`src/rtl/elevator_car_plant_if.sv`:
```
// rtl/elevator_car_plant_if.sv - Controller-to-car-plant signal bundle.
// fault_clear exists only when ELEVATOR_PLANT_FAULT_CLEAR_EN is defined.
interface elevator_car_plant_if #(
  parameter int FLOOR_W = 2
);
  logic               motor_up;
  logic               motor_down;
  logic               door_open;
`ifdef ELEVATOR_PLANT_FAULT_CLEAR_EN
  logic               fault_clear;
`endif
  logic [FLOOR_W-1:0] current_floor;
  logic               moving;
  logic               door_is_open;
  logic               arrived;
  logic               fault;

  modport master (
    output motor_up, motor_down, door_open,
`ifdef ELEVATOR_PLANT_FAULT_CLEAR_EN
    output fault_clear,
`endif
    input  current_floor, moving, door_is_open, arrived, fault
  );

  modport slave (
    input  motor_up, motor_down, door_open,
`ifdef ELEVATOR_PLANT_FAULT_CLEAR_EN
    input  fault_clear,
`endif
    output current_floor, moving, door_is_open, arrived, fault
  );
endinterface

```
`src/rtl/elevator_car_plant.sv`:
```
// rtl/elevator_car_plant.sv - Behavioural car/shaft model driven by motor and door commands.
// Optional fault recovery input enabled by ELEVATOR_PLANT_FAULT_CLEAR_EN.
module elevator_car_plant #(
  parameter int NUM_FLOORS      = 4,
  parameter int FLOOR_W         = 2,
  parameter int TICKS_PER_FLOOR = 8,
  parameter int DOOR_TICKS      = 4,
  parameter int CNT_W           = 8
) (
  input logic                 clk,
  input logic                 reset,
  elevator_car_plant_if.slave bus
);
  typedef enum logic [2:0] {STOPPED, TRAVEL_UP, TRAVEL_DOWN, DOOR_CYCLE, FAULT} state_t;

  localparam logic [FLOOR_W-1:0] TOP_FLOOR   = FLOOR_W'(NUM_FLOORS - 1);
  localparam logic [CNT_W-1:0]   TRAVEL_LAST = CNT_W'(TICKS_PER_FLOOR - 1);
  localparam logic [CNT_W-1:0]   DOOR_LAST   = CNT_W'(DOOR_TICKS);

  state_t             state;
  logic [CNT_W-1:0]   travel_cnt;
  logic [CNT_W-1:0]   door_cnt;
  logic               last_up;
  logic [FLOOR_W-1:0] floor_q;
  logic               moving_q;
  logic               door_q;
  logic               arrived_q;
  logic               fault_q;

  logic up, down, door, wrap, to_fault, tick;

  assign up   = bus.motor_up;
  assign down = bus.motor_down;
  assign door = bus.door_open;
  assign wrap = (travel_cnt == TRAVEL_LAST);

  assign bus.current_floor = floor_q;
  assign bus.moving        = moving_q;
  assign bus.door_is_open  = door_q;
  assign bus.arrived       = arrived_q;
  assign bus.fault         = fault_q;

  // Classify this edge: illegal command (to_fault) or a travel tick in the commanded direction.
  always_comb begin
    to_fault = 1'b0;
    tick     = 1'b0;
    case (state)
      STOPPED: begin
        if (up && down)
          to_fault = 1'b1;
        else if ((up || down) && door)
          to_fault = 1'b1;
        else if ((up && floor_q == TOP_FLOOR) || (down && floor_q == '0))
          to_fault = 1'b1;
        else if (travel_cnt != '0 && ((up && !last_up) || (down && last_up)))
          to_fault = 1'b1;
        else
          tick = up || down;
      end
      TRAVEL_UP: begin
        if ((up && down) || door)
          to_fault = 1'b1;
        else if (up) begin
          if (floor_q == TOP_FLOOR) to_fault = 1'b1;
          else                      tick     = 1'b1;
        end
      end
      TRAVEL_DOWN: begin
        if ((up && down) || door)
          to_fault = 1'b1;
        else if (down) begin
          if (floor_q == '0) to_fault = 1'b1;
          else               tick     = 1'b1;
        end
      end
      DOOR_CYCLE: to_fault = up || down;
      default: ;
    endcase
  end

  always_ff @(posedge clk or posedge reset) begin
    if (reset) begin
      state      <= STOPPED;
      travel_cnt <= '0;
      door_cnt   <= '0;
      last_up    <= 1'b0;
      floor_q    <= '0;
      moving_q   <= 1'b0;
      door_q     <= 1'b0;
      arrived_q  <= 1'b0;
      fault_q    <= 1'b0;
    end else begin
      arrived_q <= 1'b0;
      if (to_fault) begin
        state    <= FAULT;
        fault_q  <= 1'b1;
        moving_q <= 1'b0;
        door_q   <= 1'b0;
      end else if (tick) begin
        state      <= up ? TRAVEL_UP : TRAVEL_DOWN;
        moving_q   <= 1'b1;
        last_up    <= up;
        travel_cnt <= wrap ? '0 : travel_cnt + CNT_W'(1);
        if (wrap) begin
          floor_q   <= up ? floor_q + FLOOR_W'(1) : floor_q - FLOOR_W'(1);
          arrived_q <= 1'b1;
        end
      end else begin
        case (state)
          STOPPED: begin
            if (door) begin
              state    <= DOOR_CYCLE;
              door_cnt <= CNT_W'(1);
              door_q   <= 1'b1;
            end
          end
          // Released motor keeps travel_cnt/last_up so a same-direction resume continues the floor.
          TRAVEL_UP, TRAVEL_DOWN: begin
            state    <= STOPPED;
            moving_q <= 1'b0;
          end
          DOOR_CYCLE: begin
            if (door_cnt == DOOR_LAST) begin
              state    <= STOPPED;
              door_cnt <= '0;
              door_q   <= 1'b0;
            end else begin
              door_cnt <= door_cnt + CNT_W'(1);
            end
          end
          FAULT: begin
`ifdef ELEVATOR_PLANT_FAULT_CLEAR_EN
            if (bus.fault_clear) begin
              state      <= STOPPED;
              fault_q    <= 1'b0;
              travel_cnt <= '0;
              door_cnt   <= '0;
            end
`endif
          end
          default: state <= FAULT;
        endcase
      end
    end
  end
endmodule

```
`src/flat_wrapper.sv`:
```
// flat-port wrapper written by rule: the top's interface ports become plain ports
module elevator_car_plant_flat 
#(
  parameter int NUM_FLOORS      = 4,
  parameter int FLOOR_W         = 2,
  parameter int TICKS_PER_FLOOR = 8,
  parameter int DOOR_TICKS      = 4,
  parameter int CNT_W           = 8
)
  (clk, reset, bus_motor_up, bus_motor_down, bus_door_open, bus_current_floor, bus_moving, bus_door_is_open, bus_arrived, bus_fault);
  elevator_car_plant_if #(.FLOOR_W(FLOOR_W)) bus_i ();
  input logic clk;
  input logic reset;
  input wire logic [$bits(bus_i.motor_up)-1:0] bus_motor_up;
  input wire logic [$bits(bus_i.motor_down)-1:0] bus_motor_down;
  input wire logic [$bits(bus_i.door_open)-1:0] bus_door_open;
  output wire logic [$bits(bus_i.current_floor)-1:0] bus_current_floor;
  output wire logic [$bits(bus_i.moving)-1:0] bus_moving;
  output wire logic [$bits(bus_i.door_is_open)-1:0] bus_door_is_open;
  output wire logic [$bits(bus_i.arrived)-1:0] bus_arrived;
  output wire logic [$bits(bus_i.fault)-1:0] bus_fault;
  assign bus_i.motor_up = bus_motor_up;
  assign bus_i.motor_down = bus_motor_down;
  assign bus_i.door_open = bus_door_open;
  assign bus_current_floor = bus_i.current_floor;
  assign bus_moving = bus_i.moving;
  assign bus_door_is_open = bus_i.door_is_open;
  assign bus_arrived = bus_i.arrived;
  assign bus_fault = bus_i.fault;
  elevator_car_plant #(.NUM_FLOORS(NUM_FLOORS), .FLOOR_W(FLOOR_W), .TICKS_PER_FLOOR(TICKS_PER_FLOOR), .DOOR_TICKS(DOOR_TICKS), .CNT_W(CNT_W)) u_core (.clk(clk), .reset(reset), .bus(bus_i));
endmodule
```
`config.mk`:
```
export PLATFORM = sky130hd
export DESIGN_NAME = elevator_car_plant_flat
export DESIGN_NICKNAME = d
export VERILOG_FILES = /design/src/rtl/elevator_car_plant_if.sv /design/src/rtl/elevator_car_plant.sv /design/src/flat_wrapper.sv
export SDC_FILE = /design/constraint.sdc
export NUM_CORES = 1
export LEC_CHECK = 0
export ABC_AREA = 1
export CORE_ASPECT_RATIO = 0.6
export CORE_MARGIN = 5
export CORE_UTILIZATION = 52
export CTS_CLUSTER_DIAMETER = 40
export CTS_CLUSTER_SIZE = 12
export DETAILED_ROUTE_END_ITERATION = 8
export MAX_ROUTING_LAYER = met4
export PLACE_DENSITY_LB_ADDON = 0.12
export SLEW_MARGIN = 20
export SYNTH_ARGS = -nofsm -noshare
export SYNTH_HDL_FRONTEND = slang
export SYNTH_SLANG_ARGS = --single-unit
```
`constraint.sdc`:
```
create_clock -name clk -period 1.58 [get_ports clk]
set_input_delay 0.316 -clock clk [delete_from_list [all_inputs] [get_ports clk]]
set_output_delay 0.316 -clock clk [all_outputs]
set_load 0.005 [all_outputs]
```
* Yosys cells after proc, flatten, opt, wreduce, memory -nomap -nowiden
Cells that the tools add are included.
** Storage, ports and cells
- Logic and storage cells :: 97
- Bits of input ports :: 5
- Bits in registers :: 26
- Output and inout bits :: 6
** Operators by class
- Mux-type cells :: 44
- Equal/unequal tests :: 14
- Bitwise gates (word level) :: 2
- Add/subtract/negate cells :: 4
- Reduce and logical (&&, ||, !) cells :: 24
** Operators with widths (number)
- 1-bit two-way mux :: 30
- 8-bit two-way mux :: 3
- 8-bit by 1-bit adder with 8-bit output (second input constant) :: 2
- 8-bit by 3-bit equality test with 1-bit output (second input constant) :: 2
- 8-bit one-hot mux with 2 select lines :: 1
- 3-bit two-way mux :: 4
- 3-bit one-hot mux with 4 select lines :: 1
- 4-bit AND reduction :: 2
- 8-bit nonzero test :: 1
- 1-bit logical AND :: 7
- 3-bit by 2-bit equality test with 1-bit output (second input constant) :: 2
- 3-bit by 1-bit != test with 1-bit output (second input constant) :: 2
- 3-bit AND reduction :: 2
- 3-bit nonzero test :: 2
- 1-bit logical OR :: 4
- 2-bit two-way mux :: 2
- 4-bit by 1-bit != test with 1-bit output (second input constant) :: 1
- 4-bit by 2-bit != test with 1-bit output (second input constant) :: 1
- 1-bit one-hot mux with 4 select lines :: 1
- 3-bit by 1-bit equality test with 1-bit output (second input constant) :: 1
- 3-bit equality test (second input constant) :: 1
- 3-bit zero test :: 1
- 3-bit by 2-bit != test with 1-bit output (second input constant) :: 1
- 1-bit one-hot mux with 3 select lines :: 1
- 12 further kinds :: 13

* Logic depth before layout (Yosys ltp)
- Depth in word-level cells :: 11
- Depth in mapped cells :: 13
- Mapped depth without buffers :: 12

* Worst setup path before layout
Ideal clock, no wire load.
- Kind :: register to register
- Start :: register u_core.travel_cnt[0]
- End :: register u_core.door_cnt[4]
- Required time :: 1462 ps
- Buffers on the path :: 1
- Setup time :: 118 ps
- Stages on the path, launching flop included :: 13
- Arrival time :: 1502 ps
- Period minus slack after synthesis :: 1620 ps
- Setup slack :: -40 ps
- Cells stage by stage :: dfrtp_1 -> inv_1 -> ha_1 -> nand2_1 -> o21ai_2 -> nand2_1 -> nand2_2 -> nand3_4 -> nor2_4 -> nand2_4 -> buf_6 -> nand2_2 -> o21ai_2
** Between the ends
- Word-level cells in the longest chain between the ends :: 9
- Elaborated cells on any way between the ends :: 15
- Classes of those cells :: mux (10); bitwise (2); reduce/logical (3)
** Ends and longest elaborated chain
- start, declared :: RTL line elevator_car_plant.sv:21 : logic [CNT_W-1:0] travel_cnt;
- start signal, assigned :: RTL line elevator_car_plant.sv:103 : travel_cnt <= wrap ? '0 : travel_cnt + CNT_W'(1);
- 8-bit nonzero test (*) :: RTL line elevator_car_plant.sv:55 : else if (travel_cnt != '0 && ((up && !last_up) || (down && last_up)))
- 1-bit logical AND (*) :: RTL line elevator_car_plant.sv:55
- 1-bit two-way mux :: RTL line elevator_car_plant.sv:55
- 1-bit two-way mux :: RTL line elevator_car_plant.sv:53 : else if ((up && floor_q == TOP_FLOOR) || (down && floor_q == '0))
- 1-bit two-way mux :: RTL line elevator_car_plant.sv:51 : else if ((up || down) && door)
- 1-bit two-way mux :: RTL line elevator_car_plant.sv:49 : if (up && down)
- 1-bit one-hot mux with 4 select lines or 1-bit one-hot mux with 3 select lines (tied branches) :: RTL line elevator_car_plant.sv:47 : case (state)
- 1-bit NOT (no source line)
- 4-bit AND reduction (no source line) (*)
- end signal, assigned :: RTL line elevator_car_plant.sv:128 : door_cnt <= door_cnt + CNT_W'(1);
- end, declared :: RTL line elevator_car_plant.sv:22 : logic [CNT_W-1:0] door_cnt;
Mark *: on every way between the ends. The rest lies on a longest branch, timed or not.
A chain may end at the register's enable or synchronous reset.

* Final worst setup path
- Start :: register u_core.travel_cnt[3]
- End :: register u_core.door_cnt[2]
Same word-level chain as after synthesis.

==> results.md <==
* Max Freq at 575 MHz
* Yosys Warn Count at 0
* Layout cells sized above 1 at 46.0%
* Leak at 1.17 nW
* DR vias/cell at 5.24
* Post-synthesis cell type count at 25
* FF-to-FF End: u_core.door_cnt[2]
* Area of the multi-input gates at 1050 um2
* Remaining DRCs at 0
* Worst reg2reg path depth at 9
* Port Buffers at 10
* Reg area at 654 um2
* Cts bufs inserted at 3
* Setup Viol. Count Final at 20
* Fillers at 190
* Max incr delay on CP at 0.41 ns
* Final Cell Area at 2400 um2
* Mapped Area at 1650 um2
* All-Layer GR Usage at 21.6%
* Synthesized net count at 224
* Worst R2R Start: u_core.travel_cnt[3]
* Vias at 1646
* Final setup margin at -0.159 ns
* Clock skew at 0.0117 ns
* Congestion Overflow GR at 0
* Pin count of the biggest net entering global routing at 27
* Critical Path, Cell by Cell: nor2_1 > nand2_4 > o21ai_4 > nand2_2 > nand2_2 > nand3_4 > nor2_4 > nand2_4 > o21ai_2
* Die area at 4440 um2
* Vias in the first global route at 1518
* Diode count at 0
* CP max FO at 8
* TritonCTS clock tree: built
* Starting DRT DRC Count at 108
* Setup Crit Path Kind: flip-flop to flip-flop
* Min cycle time layout at 1.74 ns
* Min-delay worst type: primary input to async pin
* Worst Max-Slew Pin Slew at 0.348 ns
* Syn Inst Count at 215
* #FFs+latches synth at 26
* Crit path capture type: flip-flop
* FF-to-FF setup slack at -0.16 ns
* Pwr Density at 561 nW/um2
* # H-tree levels at 1
* Crit path DAT at 1.95 ns
* Crit path max-delay cell type: dfrtp_1
* Die X at 82.8 um
* Post-DP Area at 2020 um2
* Clk sinks at 26
* Dpl hpwl at 2.88 mm
* Post-synthesis sequential area ratio at 39.4%
* First-pass detailed-route iteration total at 4
* First-pass GRT wire length at 6.99 mm
* Final wirelength at 4.95 mm
* Top delay family on crit path: simple AND/OR/NAND/NOR gates
* Antenna violations before repair at 0
* I/O pin count at 11
* Longest Clk Path Bufs at 2
* Final Hold Fails at 0
* Crit path launch type: flip-flop
* Root Buffer: clkbuf_8
* Slew headroom at 76.8%
* Antenna Nets Post-Route at 0
* Slew Limit Fails at 0
* Failing checks: negative setup slack
* Chip height at 53.7 um
* Routability Congestion at 0.959
* Worst slack at placement at -0.560 ns
* Core area at 2970 um2
* Fin nets at 282
* RSZ-0062 raised after global routing: true
* Avg Cell Area, Syn at 7.69 um2
* Buf/Inv on CP at 0
* Status: complete, but fails checks
* Wire length per cell at 15.8 um
* Initial Util at 55.7%
* CTS clk-pin slew, worst paths at 0.10 ns
* Area Overhead vs Synth at 45.3%
* Worst endpoint required time at 1.79 ns
* Crit path depth at 9
* Clk_lat worst skew at 0.29 ns
* Setup_tns at -1.66 ns
* Period utilization at 110%
* Row cnt at 15
* Max_cap viols at 0
* Max VDD drop at 422 uV
## power breakdown
group	leakage (nW)	total [mW]	internal, mW	switching [mW]
Combinational	0.822	0.199	0.0896	0.110
Clock	0.0288	0.454	0.224	0.231
Sequential	0.324	0.693	0.680	0.0134
## how the worst max path moves through the flow
| stage | end | startpoint |
|---|---|---|
| after floorplan | u_core.door_cnt[4] | u_core.travel_cnt[0] |
| after global placement | u_core.door_cnt[7] | bus_motor_up |
| after detailed placement | u_core.door_cnt[0] | bus_motor_up |
| after CTS | bus_current_floor[1] | u_core.bus.current_floor[1] |
| after global routing | u_core.travel_cnt[3] | u_core.travel_cnt[3] |
| final | u_core.door_cnt[2] | u_core.travel_cnt[3] |
## kinds of logic after synthesis
logic type	count (synthesis)	share of synthesized area, %
and+or+nand+nor	118	34.2
buffers and inverters	34	9.08
DFF	26	39.4
AOI/OAI and AO/OA	24	9.54
xor gates and xnor gates	9	4.77
adders and majority gates	4	3.03
## layout by cell type, fill, tap and decap left out, types with 2 or more instances in the layout
cell type and instances:
o21ai_4 2, nand2_2 12, a21oi_2 4, dfrtp_1 23, nand3_2 4, nand2_4 6, inv_2 9, nand4_1 3
o21ai_0 2, nand2_1 38, xnor2_1 2, nand3_1 15, a21oi_1 2, buf_4 38, nand3_4 3, buf_6 7
dfrtp_2 3, o21ai_2 11, nor2_2 7, ha_2 2, or2_2 2, o21ai_1 3, clkdlybuf4s50_1 6, inv_1 21
clkbuf_8 4, nor2_4 4, nor2_1 19, xor2_1 7
## state kept, by name (all words and copies together) (netlist names)
| name | flops |
|---|---|
| u_core.bus.door_is_open | 1 |
| u_core.bus.current_floor | 2 |
| u_core.bus.fault | 1 |
| u_core.bus.moving | 1 |
| u_core.bus.arrived | 1 |
| u_core.door_cnt | 8 |
| u_core.travel_cnt | 8 |
| u_core.last_up | 1 |
| u_core.state | 3 |
## per-layer routing
metal  vias up  GRT usage, %  wire length (um)  part of all wire [%]
met4         0          4.35               121                   2.4
li1        796             -                 -                     -
met2        47          32.7              2320                    47
met5         -             -                 0                     0
met1       790          30.1              2270                    46
met3        13          4.68               240                   4.8
## repair_timing
action	CTS	global route
hold buffers	0	0
cloned	2	0
setup endpoints to repair	27	24
resized for setup	18	56
pin swaps	12	13
buffers inserted	6	6
## synth_stat cells
master | instances | area (um2)
nand2_1 | 51 | 191
dfrtp_1 | 26 | 651
nor2_1 | 26 | 97.6
inv_1 | 23 | 86.3
nand3_1 | 18 | 90.1
o21ai_2 | 10 | 87.6
inv_2 | 8 | 30.0
xor2_1 | 7 | 61.3
a21oi_1 | 6 | 30.0
o21ai_0 | 5 | 25.0
ha_1 | 4 | 50.1
nand2_2 | 4 | 25.0
buf_6 | 3 | 33.8
nand3_2 | 3 | 30.0
nand4_1 | 3 | 18.8
nor2_4 | 3 | 33.8
o21ai_1 | 3 | 15.0
or2_2 | 3 | 18.8
nor4_1 | 2 | 12.5
xnor2_1 | 2 | 17.5
nand2_4 | 1 | 11.3
nand3_4 | 1 | 17.5
nor2_2 | 1 | 6.26
nor3_1 | 1 | 5.00
nor3b_1 | 1 | 7.51
## through the flow
step	cells	util (%)	total power [mW]	hold slack, ns
floorplan	215	-	0.781	0.356
global placement	297	68.1	0.850	0.453
detailed placement	297	68.1	0.856	0.467
CTS	309	74.2	1.31	0.405
global route	314	81.0	1.40	0.426
finish	314	81.0	1.35	0.389
## area by class of cell
cell class | count | area share (%)
clock buffers | 4 | 2.29
inverters | 31 | 5.16
multi-input cells | 156 | 43.9
flip-flops and latches | 26 | 27.3
well taps | 42 | 2.19
repair buffers | 55 | 19.2
## worst min-delay path, cell delays in order
cell             delay, ns
clkdlybuf4s50_1       0.39
inv_1                 0.05
buf_4                 0.32
(Power assumes the default switching activity.)
